--- src/rtl/quad_encoder_emitter.sv ---
// Rotary-encoder emulator: turns step/press commands into Gray-code ROT_A/ROT_B
// quadrature and btn waveforms with detent-accurate phase timing.
module quad_encoder_emitter #(
    parameter int PHASE_CYCLES = 1000,
    parameter int PRESS_CYCLES = 5000,
    parameter int GAP_CYCLES   = 5000,
    parameter int CNT_W        = 4,
    parameter int POS_W        = 5
) (
    input  logic             clk,
    input  logic             reset_n,
    input  logic             cmd_valid,
    output logic             cmd_ready,
    input  logic [1:0]       cmd_op,
    input  logic [CNT_W-1:0] cmd_count,
    output logic             ROT_A,
    output logic             ROT_B,
    output logic             btn,
    output logic             done,
    output logic [POS_W-1:0] pos
);

    localparam int TMR_MAX_PS = (PHASE_CYCLES > PRESS_CYCLES) ? PHASE_CYCLES : PRESS_CYCLES;
    localparam int TMR_MAX    = (TMR_MAX_PS > GAP_CYCLES) ? TMR_MAX_PS : GAP_CYCLES;
    localparam int TMR_W      = $clog2(TMR_MAX + 1);

    localparam logic [TMR_W-1:0] T_PHASE = TMR_W'(PHASE_CYCLES - 1);
    localparam logic [TMR_W-1:0] T_PRESS = TMR_W'(PRESS_CYCLES - 1);
    localparam logic [TMR_W-1:0] T_GAP   = TMR_W'(GAP_CYCLES - 1);

    typedef enum logic [1:0] {IDLE, STEP, PRESS, GAP} state_t;

    state_t             state, state_nxt;
    logic [TMR_W-1:0]   timer, timer_nxt;
    logic [1:0]         phase, phase_nxt;
    logic [CNT_W-1:0]   remaining, remaining_nxt;
    logic               dir, dir_nxt;
    logic [1:0]         ab, ab_nxt;
    logic               btn_nxt;
    logic               done_nxt;
    logic [POS_W-1:0]   pos_nxt;

    // dir=0 is CW (01,00,10,11), dir=1 is CCW (10,00,01,11); detent is 11.
    function automatic logic [1:0] phase_ab(input logic d, input logic [1:0] idx);
        case (idx)
            2'd0:    phase_ab = d ? 2'b10 : 2'b01;
            2'd1:    phase_ab = 2'b00;
            2'd2:    phase_ab = d ? 2'b01 : 2'b10;
            default: phase_ab = 2'b11;
        endcase
    endfunction

    assign cmd_ready = (state == IDLE);
    assign ROT_A     = ab[1];
    assign ROT_B     = ab[0];

    always_ff @(posedge clk or negedge reset_n) begin
        if (!reset_n) begin
            state     <= IDLE;
            timer     <= '0;
            phase     <= '0;
            remaining <= '0;
            dir       <= 1'b0;
            ab        <= 2'b11;
            btn       <= 1'b0;
            done      <= 1'b0;
            pos       <= '0;
        end else begin
            state     <= state_nxt;
            timer     <= timer_nxt;
            phase     <= phase_nxt;
            remaining <= remaining_nxt;
            dir       <= dir_nxt;
            ab        <= ab_nxt;
            btn       <= btn_nxt;
            done      <= done_nxt;
            pos       <= pos_nxt;
        end
    end

    always_comb begin
        state_nxt     = state;
        timer_nxt     = timer;
        phase_nxt     = phase;
        remaining_nxt = remaining;
        dir_nxt       = dir;
        ab_nxt        = ab;
        btn_nxt       = btn;
        done_nxt      = 1'b0;
        pos_nxt       = pos;
        case (state)
            IDLE: begin
                if (cmd_valid) begin
                    case (cmd_op)
                        2'b00, 2'b01: begin
                            if (cmd_count != '0) begin
                                state_nxt     = STEP;
                                dir_nxt       = cmd_op[0];
                                phase_nxt     = 2'd0;
                                ab_nxt        = phase_ab(cmd_op[0], 2'd0);
                                timer_nxt     = T_PHASE;
                                remaining_nxt = cmd_count;
                            end else begin
                                done_nxt = 1'b1;
                            end
                        end
                        2'b10: begin
                            state_nxt = PRESS;
                            btn_nxt   = 1'b1;
                            timer_nxt = T_PRESS;
                        end
                        default: done_nxt = 1'b1;
                    endcase
                end
            end
            STEP: begin
                if (timer != '0) begin
                    timer_nxt = timer - 1'b1;
                end else if (phase != 2'd3) begin
                    phase_nxt = phase + 2'd1;
                    ab_nxt    = phase_ab(dir, phase + 2'd1);
                    timer_nxt = T_PHASE;
                end else begin
                    // Detent expired: the step is complete and counted here.
                    pos_nxt       = dir ? pos - 1'b1 : pos + 1'b1;
                    remaining_nxt = remaining - 1'b1;
                    phase_nxt     = 2'd0;
                    if (remaining == CNT_W'(1)) begin
                        state_nxt = IDLE;
                        done_nxt  = 1'b1;
                        timer_nxt = '0;
                    end else begin
                        ab_nxt    = phase_ab(dir, 2'd0);
                        timer_nxt = T_PHASE;
                    end
                end
            end
            PRESS: begin
                if (timer != '0) begin
                    timer_nxt = timer - 1'b1;
                end else begin
                    state_nxt = GAP;
                    btn_nxt   = 1'b0;
                    timer_nxt = T_GAP;
                end
            end
            GAP: begin
                if (timer != '0) begin
                    timer_nxt = timer - 1'b1;
                end else begin
                    state_nxt = IDLE;
                    done_nxt  = 1'b1;
                end
            end
            default: state_nxt = IDLE;
        endcase
    end

endmodule

--- config.mk ---
export PLATFORM = sky130hd
export DESIGN_NAME = quad_encoder_emitter
export DESIGN_NICKNAME = d
export VERILOG_FILES = /design/src/rtl/quad_encoder_emitter.sv
export SDC_FILE = /design/constraint.sdc
export NUM_CORES = 1
export LEC_CHECK = 0
export ABC_AREA = 1
export ABC_CLOCK_PERIOD_IN_PS = 1700
export BUFFER_PORTS_ARGS = -buffer_cell sky130_fd_sc_hd__buf_2
export CAP_MARGIN = 25
export CORE_ASPECT_RATIO = 1.1
export CORE_UTILIZATION = 55
export CTS_CLUSTER_SIZE = 40
export DETAILED_ROUTE_END_ITERATION = 16
export HOLD_SLACK_MARGIN = 0.12
export PLACE_DENSITY_LB_ADDON = 0.2
export SYNTH_ARGS = -nofsm -noshare
export SYNTH_HDL_FRONTEND = slang
export SYNTH_SLANG_ARGS = --single-unit
--- constraint.sdc ---
create_clock -name clk -period 1.7 [get_ports clk]
set_input_delay 0.34 -clock clk [delete_from_list [all_inputs] [get_ports clk]]
set_output_delay 0.34 -clock clk [all_outputs]
set_load 0.02 [all_outputs]
== Yosys cells after proc, flatten, opt, wreduce, memory -nomap -nowiden ==
Cells that the tools add are included.

* Bits in read-only memories: 0
* Word-level logic and storage cells: 108
* Flip-flop bits (word level): 31
* Bits in writable memories: 0
* Memories kept: 0
* Bits in latches: 0

* Eq/ne operators: 22
* Multiplexer cells: 54
* Div/mod/pow operators: 0
* Bitwise logic cells: 2
* Multiply operators: 0
* Shift-type cells: 0
* Magnitude comparators: 0
* Add/sub/neg operators: 5
* Reductions and logical operators: 16

{| class="wikitable"
|+ Operators with widths
! kind !! count
|-
| $mux W13 || 5
|-
| $pmux W13 S4 || 1
|-
| $mux W2 || 21
|-
| $pmux W13 S2 || 1
|-
| $mux W10 || 2
|-
| $mux W4 || 5
|-
| $ne A2 B2 Y1 const B || 8
|-
| $reduce_bool A13 Y1 || 1
|-
| $sub A13 B1 Y13 const B || 1
|-
| $pmux W2 S2 || 3
|-
| $reduce_and A4 Y1 || 3
|-
| $reduce_and A6 Y1 || 2
|-
| $mux W1 || 9
|-
| $eq A2 B2 Y1 const B || 4
|-
| $pmux W2 S4 || 1
|-
| $pmux W4 S2 || 1
|-
| $reduce_and A8 Y1 || 1
|-
| $eq A2 B1 Y1 const B || 3
|-
| $logic_not A2 Y1 || 3
|-
| $ne A2 B1 Y1 const B || 3
|-
| $ne A3 B3 Y1 const B || 2
|-
| $pmux W2 S3 || 1
|-
| $add A5 B1 Y5 const B || 1
|-
| $mux W5 || 1
|-
| 13 further kinds || 16
|}

== Logic depth before layout (Yosys ltp) ==
Gate-level depths: netlist (run 1).

* Depth in word-level cells: 6
* Mapped depth: 13
* Mapped depth without buffers: 11

== Least setup slack after synthesis (run 1) ==
Ideal clock, no wire load.

* Path type: flip-flop to flip-flop
* From: register pos[0]
* To: register pos[4]
* Clock period less this slack: 1.601 ns
* Setup slack: 0.099 ns
* Buffers on the path: 0
* Stages on the path, launching flop included: 8
* Required time: 1.584 ns
* Library setup time: 0.116 ns
* Arrival time: 1.485 ns
* Cell sequence: dfrtp_1 > inv_1 > fa_1 > o21ai_0 > a21oi_1 > xor2_1 > nand2_1 > nand2_1

* Cells in the longest elaborated chain, start to end: 2

{| class="wikitable"
|+ RTL lines
! item !! line !! RTL
|-
| start: declaration || 20 || <nowiki>output logic [POS_W-1:0] pos</nowiki>
|-
| start signal: assignment || 77 || <nowiki>pos <= pos_nxt;</nowiki>
|-
| $add A5 B1 Y5 / $sub A5 B1 Y5 (equally long branches) || 125 || <nowiki>pos_nxt = dir ? pos - 1'b1 : pos + 1'b1;</nowiki>
|-
| $mux W5 (*) || 125 ||
|}

Mark *: on every way between the ends. The rest lies on a longest branch, timed or not.
A chain may end at the register's enable or synchronous reset.

== Worst setup path in the final report (run 1) ==
* From: register timer[4]
* To: register pos[0]

* Cells in the longest elaborated chain, start to end: 3

{| class="wikitable"
|+ RTL lines
! item !! line !! RTL
|-
| start: declaration || 34 || <nowiki>logic [TMR_W-1:0] timer, timer_nxt;</nowiki>
|-
| start signal: assignment || 70 || <nowiki>timer <= timer_nxt;</nowiki>
|-
| $reduce_bool A13 Y1 || 117 || <nowiki>if (timer != '0) begin</nowiki>
|-
| $not A1 Y1 (no source line) || -- ||
|-
| $reduce_and A3 Y1 (no source line) || -- ||
|}

Every way passes these cells.

==> results.md, run 1 <==
- Input/output buffers: 18
- Starting Density: 57.5%
- DR WL/cell: 12.1 um
- H-tree Lvls: 2
- Synth Area per Inst: 7.11 um^2
- CP max FO: 4
- Syn Nets: 343
- Fin area: 2820 um^2
- Status: finished, final reports clean
- Drt pass-1 iters: 4
- DRC: 0
- Tot GR Track Use: 26.2%
- Worst VDD drop: 0.00113 V
- Layout area overhead: 22.7%
- Tcrit/Tclk final: 94.9%
- Crit path required time: 1.91 ns
- # fillers: 316
- Crit path kind: reg -> reg
- Synthesis-stage register bit count: 31
- Grt ovf: 0
- Worst Max-Slew Pin Slew: 0.414 ns
- Post-detailed-route count of antenna-violating nets: 0
- First-pass GRT wire length: 9000 um
- CTS tree: built
- Ys async rst share: 100%
- DR vias/cell: 5.09
- Yosys top cell area share: 31.6%
- Post-synth top area cell: dfrtp_1
- Top-count cell post-synth: nand2_1
- # setup viols final: 0
- Pin count of the biggest net entering global routing: 32
- Row cnt: 24
- Clock sink count: 31
- Fmax achieved: 620 MHz
- Post-Syn Area: 2300 um^2
- Synth top area cells: dfrtp_1 (32%), nand2_1 (15%), inv_1 (6.0%)
- Max_slew headroom: 72.4%
- Die Y-Extent: 69.8 um
- Most instantiated cells after synthesis: nand2_1 (94), inv_1 (37), nor2_1 (34)
- Hold crit path type: in -> reg
- Placement Cell Area: 2530 um^2
- 1st-iter DRT viols: 107
- RSZ-0062 raised after global routing: true
- Detailed-route via count: 2,165
- DIE AREA: 4440 um^2
- Cell area power density: 1670 nW/um^2
- Final WL: 5140 um
- CTS Buffer Depth: 2
- Worst-Skew Late Latency: 0.29 ns
- CTS root buffer: clkbuf_8
- Sequential share of the synthesized area: 33.9%
- Ant diodes: 0
- Leakage: 1.42 nW
- Final core utilization: 70.6%
- Cell variety after synth: 33
- Final-report hold violation count: 0
- Mapped Cells: 323
- Share of layout cells above drive strength 1: 27.6%
- Number of I/O pins: 19
- NumNets Final: 392
- Ys Warns: 0
- Vias in the first global route: 1,987
- Initial antenna violation count: 0
- CTS buffer count: 5
- Skew final: 0.00504 ns
- Post-synth top flop: dfrtp_1
- EDFF count, synth: 0
- Crit path arrival time: 1.83 ns
- Crit. End Element: flip-flop
- Final Critical Period: 1.61 ns
- CORE AREA: 3990 um^2
- Count of maximum capacitance violations: 0
- Clock slew at reported path FFs: 0.07 ns
- GPL Wtd Cong: 0.877
- Setup crit start kind: flip-flop
- Max Slew Vio Count: 0
- Detailed placement HPWL: 3780 um
- Chip width: 63.6 um
logic make-up (layout without fill, tap and decap cells):
family	Yosys count	in the layout	synth area share (%)
AO/OA/AOI/OAI	39	39	9.32
buffers and inverters	50	100	9.48
flip-flops	31	31	33.9
adder cells (fa/ha/maj)	11	11	6.32
XOR/XNOR	10	10	3.81
AND/OR/NAND/NOR	182	182	37.2
flip-flops by register name, indices dropped and copies added, names as in the netlist:
name,count
timer,13
pos,5
remaining,4
ab,2
phase,2
state,2
btn,1
dir,1
done,1
report_power, final:
group          total [mW]  internal (mW)  switching, mW
sequential           1.34           1.03          0.316
combinational        2.60           1.05           1.55
clock               0.769          0.474          0.295
cell type report:
cell class	instances	area, um^2	area share (%)
Clock buffer	6	82.6	2.93
Clock inverter	2	35.0	1.24
Inverter	45	181	6.44
Multi-Input combinational cell	242	1360	48.4
Sequential cell	31	781	27.7
Tap cell	52	65.1	2.31
Timing Repair Buffer	47	310	11.0
layout by cell type, fill, tap and decap left out, drive strengths merged, types with 4 or more instances in the layout:
master | synthesis | final
o21ai | 27 | 27
nor2 | 43 | 43
inv | 45 | 45
nand3 | 28 | 28
clkbuf | 0 | 6
buf | 5 | 46
nand4 | 7 | 7
dfrtp | 29 | 29
nand2 | 100 | 100
nor3 | 4 | 4
a21oi | 8 | 8
ha | 10 | 10
xor2 | 9 | 9
routing by layer:
layer,global-route usage [%],vias to the layer above,routed length (um)
li1,-,1134,-
met1,33.6,982,2400
met2,41.8,43,2440
met3,6.41,6,222
met4,10.4,0,75
met5,0,-,0
path summary, 6_finish.rpt:
kind / from / to / slack [ns] / cells after the start
hold reg to reg: btn / btn / 0.50 / 2
min in group asynchronous: reset_n / timer[10] / 0.59 / 3
setup / recovery: timer[4] / pos[0] / 0.09 / 8
hold / removal: cmd_op[0] / dir / 0.36 / 3
setup reg to reg: timer[4] / pos[0] / 0.09 / 8
max in group asynchronous: reset_n / state[0] / 0.77 / 3
what timing repair did:
action                                 4_1_cts  5_1_grt
gates resized for setup                      1       23
setup endpoints to repair                    3       27
buffers inserted                             0       12
pin swaps                                    0        9
cloned                                       0        0
hold buffers                                 1        0
endpoints found under the hold margin       29        0
stage by stage:
step / setup slack (ns) / power, mW / hold slack (ns) / setup TNS [ns] / std cells
final: 0.0860 / 4.71 / 0.363 / 0 / 425
after global routing: -0.0455 / 5.17 / 0.363 / -0.269 / 425
after CTS: 0.0325 / 4.48 / 0.357 / 0 / 413
after detailed placement: -0.0414 / 3.69 / 0.387 / -0.102 / 404
after global placement: -0.0115 / 3.64 / 0.384 / -0.0190 / 404
after floorplan: 0.0986 / 3.08 / 0.0444 / 0 / 323
worst max-delay path, stage by stage (launching register included):
cell	delay [ns]
dfrtp_1	0.45
nor2_4	0.13
nand2_1	0.11
nor2_1	0.17
nand2_1	0.15
buf_4	0.17
nor2_4	0.07
buf_4	0.12
xor2_1	0.16
No activity file was read; power rests on OpenSTA's default activity.
==> run 2, diff against run 1 <==
--- a/config.mk
+++ b/config.mk
@@ -6,15 +6,17 @@
 export NUM_CORES = 1
 export LEC_CHECK = 0
 export ABC_AREA = 1
-export ABC_CLOCK_PERIOD_IN_PS = 1700
+export ABC_CLOCK_PERIOD_IN_PS = 1400
 export BUFFER_PORTS_ARGS = -buffer_cell sky130_fd_sc_hd__buf_2
 export CAP_MARGIN = 25
 export CORE_ASPECT_RATIO = 1.1
-export CORE_UTILIZATION = 55
+export CORE_UTILIZATION = 54
 export CTS_CLUSTER_SIZE = 40
 export DETAILED_ROUTE_END_ITERATION = 16
 export HOLD_SLACK_MARGIN = 0.12
+export MAX_ROUTING_LAYER = met4
 export PLACE_DENSITY_LB_ADDON = 0.2
 export SYNTH_ARGS = -nofsm -noshare
 export SYNTH_HDL_FRONTEND = slang
 export SYNTH_SLANG_ARGS = --single-unit
+export TNS_END_PERCENT = 10
==> constraint.sdc (replaced) <==
create_clock -name clk -period 1.4 [get_ports clk]
set_input_delay 0.28 -clock clk [delete_from_list [all_inputs] [get_ports clk]]
set_output_delay 0.28 -clock clk [all_outputs]
set_load 0.02 [all_outputs]
==> run 2 against run 1 <==
Critical path type unchanged. The flow now finishes with violations (negative setup slack). Global-route usage up 11 points. Maximum frequency shrank 3.6%. Critical path depth grew 3. Clock power is 9.1% lower. Final cell count grew 14%. Sequential cell count unchanged. Via count rose by 33%. Clock skew up 0.00090 ns. Die area is 1.8% higher. Cell area increased by 26%. Largest power group unchanged. Worst setup slack got worse by 0.36 ns. Largest cell class unchanged. Core utilization up 18 points.
==> results.md, run 2 (synthesized netlist as in run 1, its figures left out) <==
- Status: complete, but fails checks (was finished, final reports clean)
- Failing checks: negative setup slack
- Worst Max-Slew Pin Slew: 0.401 ns (was 0.414 ns)
- Switching Share: 49.6% (was 45.8%)
- Clock slew at reported path FFs: 0.07 ns (about the same)
- Most frequent cells in the layout: buf_4 (75), nand2_1 (74), inv_1 (29) (was nand2_1 (89), inv_1 (33), nor2_1 (31))
- Post-detailed-route count of antenna-violating nets: 0 (unchanged)
- DR vias/cell: 5.97 (was 5.09)
- Top reg by flops: timer (unchanged)
- CTS Buffer Depth: 2 (unchanged)
- Critical Path End: timer[6] (was pos[0])
- Largest regs: timer x13, pos x5, remaining x4 (unchanged)
- Tcrit/Tclk final: 120% (was 94.9%)
- Max Slew Vio Count: 0 (unchanged)
- Crit path arrival time: 1.85 ns (was 1.83 ns)
- Die Y-Extent: 70.4 um (was 69.8 um)
- Fmax achieved: 597 MHz (was 620 MHz)
- PnR worst setup slack: -0.274 ns (was 0.0860 ns)
- Input/output buffers: 18 (unchanged)
- DRC: 0 (unchanged)
- Max reg flops: 13 (unchanged)
- Clock share of power: 9.2% (was 16.3%)
- Final WL: 9080 um (was 5140 um)
- Skew final: 0.00594 ns (was 0.00504 ns)
- Detailed-route via count: 2,890 (was 2,165)
- Grt ovf: 0 (unchanged)
- Starting Density: 57.1% (was 57.5%)
- Count of maximum capacitance violations: 0 (unchanged)
- DIE AREA: 4520 um^2 (was 4440 um^2)
- Pin count of the biggest net entering global routing: 19 (was 32)
- RSZ-0062 raised after global routing: true (unchanged)
- Share of layout cells above drive strength 1: 47.9% (was 27.6%)
- Ant diodes: 0 (unchanged)
- Cell area power density: 2140 nW/um^2 (was 1670 nW/um^2)
- Worst setup path startpoint: timer[0] (was timer[4])
- Max_slew headroom: 73.2% (was 72.4%)
- Final-report hold violation count: 0 (unchanged)
- Tot GR Track Use: 37.6% (was 26.2%)
- H-tree Lvls: 2 (unchanged)
- Final total power: 7.58 mW (was 4.71 mW)
- Internal: 3.82 mW (was 2.55 mW)
- Final Critical Period: 1.67 ns (was 1.61 ns)
- Leakage: 1.80 nW (was 1.42 nW)
- Worst VDD drop: 0.00147 V (was 0.00113 V)
- First-pass GRT wire length: 12,500 um (was 9000 um)
- Vias in the first global route: 2,737 (was 1,987)
- Crit Reg-Reg Startpoint: timer[0] (was timer[4])
- Clock sink count: 31 (unchanged)
- NetSw: 3.76 mW (was 2.16 mW)
- NumNets Final: 451 (was 392)
- DR WL/cell: 18.8 um (was 12.1 um)
- CTS buffer count: 5 (unchanged)
- Crit path kind: reg -> reg (unchanged)
- CTS tree: built (unchanged)
- Pre-CTS setup slack: -0.191 ns (was -0.0414 ns)
- TNS Setup: -5.72 ns (was 0 ns)
- Layout area overhead: 54.3% (was 22.7%)
- Worst-Skew Late Latency: 0.29 ns (about the same)
- # setup viols final: 30 (was 0)
- CP max FO: 4 (unchanged)
- Commonest non-fill, non-tap cell in the layout: buf_4 (was nand2_1)
- GPL Wtd Cong: 0.965 (was 0.877)
- Hold crit path type: in -> reg (unchanged)
- Drt pass-1 iters: 5 (was 4)
- Chip width: 64.2 um (was 63.6 um)
- CORE AREA: 4020 um^2 (was 3990 um^2)
- Crit. End Element: flip-flop (unchanged)
- Crit path required time: 1.58 ns (was 1.91 ns)
- Final core utilization: 88.1% (was 70.6%)
- Worst reg2reg path depth: 11 (was 8)
- Setup crit start kind: flip-flop (unchanged)
- Initial antenna violation count: 0 (unchanged)
- Logic pwr share: 69.9% (was 55.1%)
- Detailed placement HPWL: 4360 um (was 3780 um)
- Fin area: 3540 um^2 (was 2820 um^2)
- Reg-to-Reg End: timer[6] (was pos[0])
- Flop pwr share: 20.8% (was 28.6%)
- CTS root buffer: clkbuf_8 (unchanged)
- Number of I/O pins: 19 (unchanged)
- Reg-to-reg setup timing slack: -0.27 ns (was 0.09 ns)
- 1st-iter DRT viols: 268 (was 107)
- Row cnt: 24 (unchanged)
- Placement Cell Area: 2980 um^2 (was 2530 um^2)
run 2: cell count changes in the layout (fill, tap and decap cells not counted), sizes merged:
cell / change
clkbuf: +1
bufinv: -1
buf: +59
run 2: cell type report:
class                   instances  area (um^2)
flip-flops and latches         31          786
inverters                      45          181
clock inverters                 1         5.00
well taps                      52         65.1
repair buffers                106          807
multi-input cells             242         1620
fillers                       185          480
clock buffers                   7         76.3
run 2: power by group through the flow:
stage / registers, mW / clock network (mW) / logic (mW)
floorplan: 1.59 / 0 / 2.25
global placement: 1.52 / 0 / 3.72
detailed placement: 1.53 / 0 / 3.83
CTS: 1.53 / 0.703 / 4.39
global route: 1.59 / 0.739 / 5.60
finish: 1.58 / 0.699 / 5.30
run 2: routing by layer:
metal  routed length [um]  vias up  global-route usage, %  part of all wire, %
met5                    0        -                      -                    0
li1                     -     1243                      -                    -
met4                  525        0                   24.2                  5.8
met3                  804       72                   8.99                  8.9
met2                 4420      236                   59.8                   49
met1                 3340     1339                   41.8                   37
run 2: worst min path at each step:
| stage | from | endpoint | slack, ns | cells past startpoint |
|---|---|---|---|---|
| final | cmd_count[2] | remaining[2] | 0.36 | 3 |
| after CTS | cmd_count[1] | remaining[1] | 0.33 | 3 |
| after detailed placement | reset_n | pos[2] | 0.21 | 1 |
| after global placement | reset_n | pos[2] | 0.21 | 1 |
| after floorplan | reset_n | btn | -0.02 | 0 |
| after global routing | cmd_count[2] | remaining[2] | 0.35 | 3 |
run 2: per-stage QoR:
stage,std cells,hold WS (ns)
global placement,458,0.208
global route,484,0.352
CTS,479,0.331
detailed placement,458,0.213
finish,484,0.356
floorplan,323,-0.0156
run 2: repair_timing:
item	CTS	global route
endpoints found under the hold margin	11	0
hold buffers	1	0
gates cloned	0	0
setup endpoints to repair	30	31
resized for setup	61	45
setup buffers	12	5
pin swaps	22	25
run 2: worst max-delay path: stages (launching register included):
cell,delay (ns)
dfrtp_1,0.40
inv_2,0.12
ha_4,0.18
nand2_2,0.08
nor2_4,0.17
nand2_4,0.09
nand2_4,0.12
nand2_4,0.08
nand2_1,0.08
nand3_1,0.09
nand2_1,0.09
nand2_1,0.06
==> run 3, diff against run 2 <==
--- a/config.mk
+++ b/config.mk
@@ -10,12 +10,13 @@
 export BUFFER_PORTS_ARGS = -buffer_cell sky130_fd_sc_hd__buf_2
 export CAP_MARGIN = 25
 export CORE_ASPECT_RATIO = 1.1
-export CORE_UTILIZATION = 54
+export CORE_UTILIZATION = 45
 export CTS_CLUSTER_SIZE = 40
 export DETAILED_ROUTE_END_ITERATION = 16
 export HOLD_SLACK_MARGIN = 0.12
 export MAX_ROUTING_LAYER = met4
 export PLACE_DENSITY_LB_ADDON = 0.2
+export SKIP_CTS_REPAIR_TIMING = 1
 export SYNTH_ARGS = -nofsm -noshare
 export SYNTH_HDL_FRONTEND = slang
 export SYNTH_SLANG_ARGS = --single-unit
==> run 3 against run 2 <==
The flow still finishes with violations (negative setup slack). Core utilization is 17 points lower. Highest routed layer unchanged. Critical path type unchanged. Critical endpoint is now phase[0]. Largest cell class unchanged. Clock power is 29% higher. Register-to-register slack better by 0.08 ns. Non-clock buffer count is 8 lower. Total power is 8.1% lower.
==> results.md, run 3 (synthesized netlist as in run 1, its figures left out) <==
- First-pass GRT wire length: 10,100 um (was 12,500 um)
- Ant diodes: 0 (unchanged)
- Status: complete, but fails checks (unchanged)
- Crit path required time: 1.62 ns (was 1.58 ns)
- Number of I/O pins: 19 (unchanged)
- Final Critical Period: 1.59 ns (was 1.67 ns)
- CTS root buffer: clkbuf_8 (unchanged)
- 1st-iter DRT viols: 100 (was 268)
- Input/output buffers: 18 (unchanged)
- Worst-Skew Late Latency: 0.29 ns (about the same)
- RSZ-0062 raised after global routing: true (unchanged)
- Met3 Usage GRT: 3.55% (was 8.99%)
- Share of layout cells above drive strength 1: 42.2% (was 47.9%)
- Tcrit/Tclk final: 114% (was 120%)
- # fillers: 356 (was 185)
- Crit path buf inv count: 2 (was 1)
- CTS tree: built (unchanged)
- Vias in the first global route: 2,346 (was 2,737)
- Crit path kind: reg -> reg (unchanged)
- Layout area overhead: 47.4% (was 54.3%)
- Crit path largest cell delay: 0.39 ns (was 0.40 ns)
- Max Slew Vio Count: 0 (unchanged)
- Final WL: 6450 um (was 9080 um)
- # setup viols final: 29 (was 30)
- GPL Wtd Cong: 0.894 (was 0.965)
- Fmax achieved: 629 MHz (was 597 MHz)
- Worst Max-Slew Pin Slew: 0.359 ns (was 0.401 ns)
- Hold crit path type: in -> reg (unchanged)
- Top reg by flops: timer (unchanged)
- Initial antenna violation count: 0 (unchanged)
- Most used cell, CP: nand2_4
- Crit path max-delay family: simple AND/OR/NAND/NOR gates (unchanged)
- DR WL/cell: 13.4 um (was 18.8 um)
- Die Y-Extent: 76.9 um (was 70.4 um)
- CP max FO: 4 (unchanged)
- DRC: 0 (unchanged)
- Failing checks: negative setup slack (unchanged)
- Clock slew at reported path FFs: 0.08 ns (was 0.07 ns)
- Count of maximum capacitance violations: 0 (unchanged)
- Tot GR Track Use: 23.8% (was 37.6%)
- CTS buffer count: 5 (unchanged)
- Crit path arrival time: 1.81 ns (was 1.85 ns)
- CORE AREA: 4780 um^2 (was 4020 um^2)
- Detailed placement HPWL: 4470 um (was 4360 um)
- Detailed-route via count: 2,450 (was 2,890)
- Drt pass-1 iters: 4 (was 5)
- Chip width: 70.1 um (was 64.2 um)
- Most Used Layer, Global Route: met2 (unchanged)
- Pin count of the biggest net entering global routing: 20 (was 19)
- DR vias/cell: 5.10 (was 5.97)
- GR Util met2: 41.2% (was 59.8%)
- Worst VDD drop: 0.00152 V (was 0.00147 V)
- Row cnt: 26 (was 24)
- Clock sink count: 31 (unchanged)
- Crit. End Element: flip-flop (unchanged)
- Starting Density: 48.0% (was 57.1%)
- Largest regs: timer x13, pos x5, remaining x4 (unchanged)
- Final total power: 6.97 mW (was 7.58 mW)
- Final-report hold violation count: 0 (unchanged)
- Max_slew headroom: 76.1% (was 73.2%)
- Routing usage on met1: 28.8% (was 41.8%)
- Leakage: 1.73 nW (was 1.80 nW)
- Pre-CTS setup slack: -0.208 ns (was -0.191 ns)
- CP max stage cell: dfrtp_1 (unchanged)
- Most frequent cells in the layout: nand2_1 (80), buf_4 (74), inv_1 (31) (was buf_4 (75), nand2_1 (74), inv_1 (29))
- NumNets Final: 443 (was 451)
- Ordered cell list for the critical path: inv_2, ha_4, nand2_4, nor2_4, nand2_4, buf_6, o21ai_4, nand4_1, o21ai_1 (was inv_2, ha_4, nand2_2, nor2_4, nand2_4, nand2_4, nand2_4, nand2_1, nand3_1, nand2_1, nand2_1)
- Post-detailed-route count of antenna-violating nets: 0 (unchanged)
- H-tree Lvls: 2 (unchanged)
- Setup crit start kind: flip-flop (unchanged)
- Commonest non-fill, non-tap cell in the layout: nand2_1 (was buf_4)
- Max reg flops: 13 (unchanged)
- CTS Buffer Depth: 2 (unchanged)
- Skew final: 0.0107 ns (was 0.00594 ns)
- PnR worst setup slack: -0.191 ns (was -0.274 ns)
- DIE AREA: 5390 um^2 (was 4520 um^2)
- Cell area power density: 2060 nW/um^2 (was 2140 nW/um^2)
- Grt ovf: 0 (unchanged)
==> run 3: metal layers <==
layer,vias to the layer above,share of wire (%)
met2,55,52
met4,0,2.2
met1,1147,42
li1,1230,-
met3,18,3.7
met5,-,0
==> run 3: final cells by class <==
class	instances	area, um^2	share of cell area (%)
tap	56	70.1	2.07
clock buffer	5	68.8	2.03
sequential	31	785	23.2
clock inverter	3	43.8	1.29
timing repair buffer	98	729	21.6
multi-input combinational	242	1510	44.5
inverter	45	181	5.36
==> run 3: worst reg2reg max path, cell delays in order, from the launching register on <==
cell and delay, ns:
dfrtp_1 0.39, inv_2 0.13, ha_4 0.20, nand2_4 0.06, nor2_4 0.11, nand2_4 0.10, buf_6 0.14, o21ai_4 0.18
nand4_1 0.14, o21ai_1 0.10
==> run 3: worst paths after layout <==
kind | slack (ns) | cells after the start | to | from
hold / removal | 0.31 | 3 | done | cmd_valid
setup reg to reg | -0.19 | 9 | phase[0] | timer[0]
hold reg to reg | 0.48 | 2 | ab[0] | ab[0]
setup / recovery | -0.19 | 9 | phase[0] | timer[0]
min in group asynchronous | 0.42 | 2 | remaining[1] | reset_n
max in group asynchronous | 0.48 | 3 | ab[0] | reset_n
==> run 3: report_power, final <==
part	total [mW]	switching, mW	leakage [nW]	internal, mW
sequential	1.57	0.317	0.382	1.25
clock	0.903	0.373	0.0581	0.530
combinational	4.50	2.47	1.29	2.03
total	6.97	3.16	1.73	3.81
==> run 3: through the flow <==
stage	std cells	hold slack (ns)	util (%)	area, um^2	TNS, ns
after floorplan	323	-0.0156	-	2320	-1.34
after global placement	464	0.208	63.0	3010	-3.32
after detailed placement	464	0.204	63.0	3010	-4.34
after CTS	472	-0.105	65.3	3120	-5.40
after global routing	480	0.325	70.8	3380	-5.73
final	480	0.311	70.8	3380	-3.21
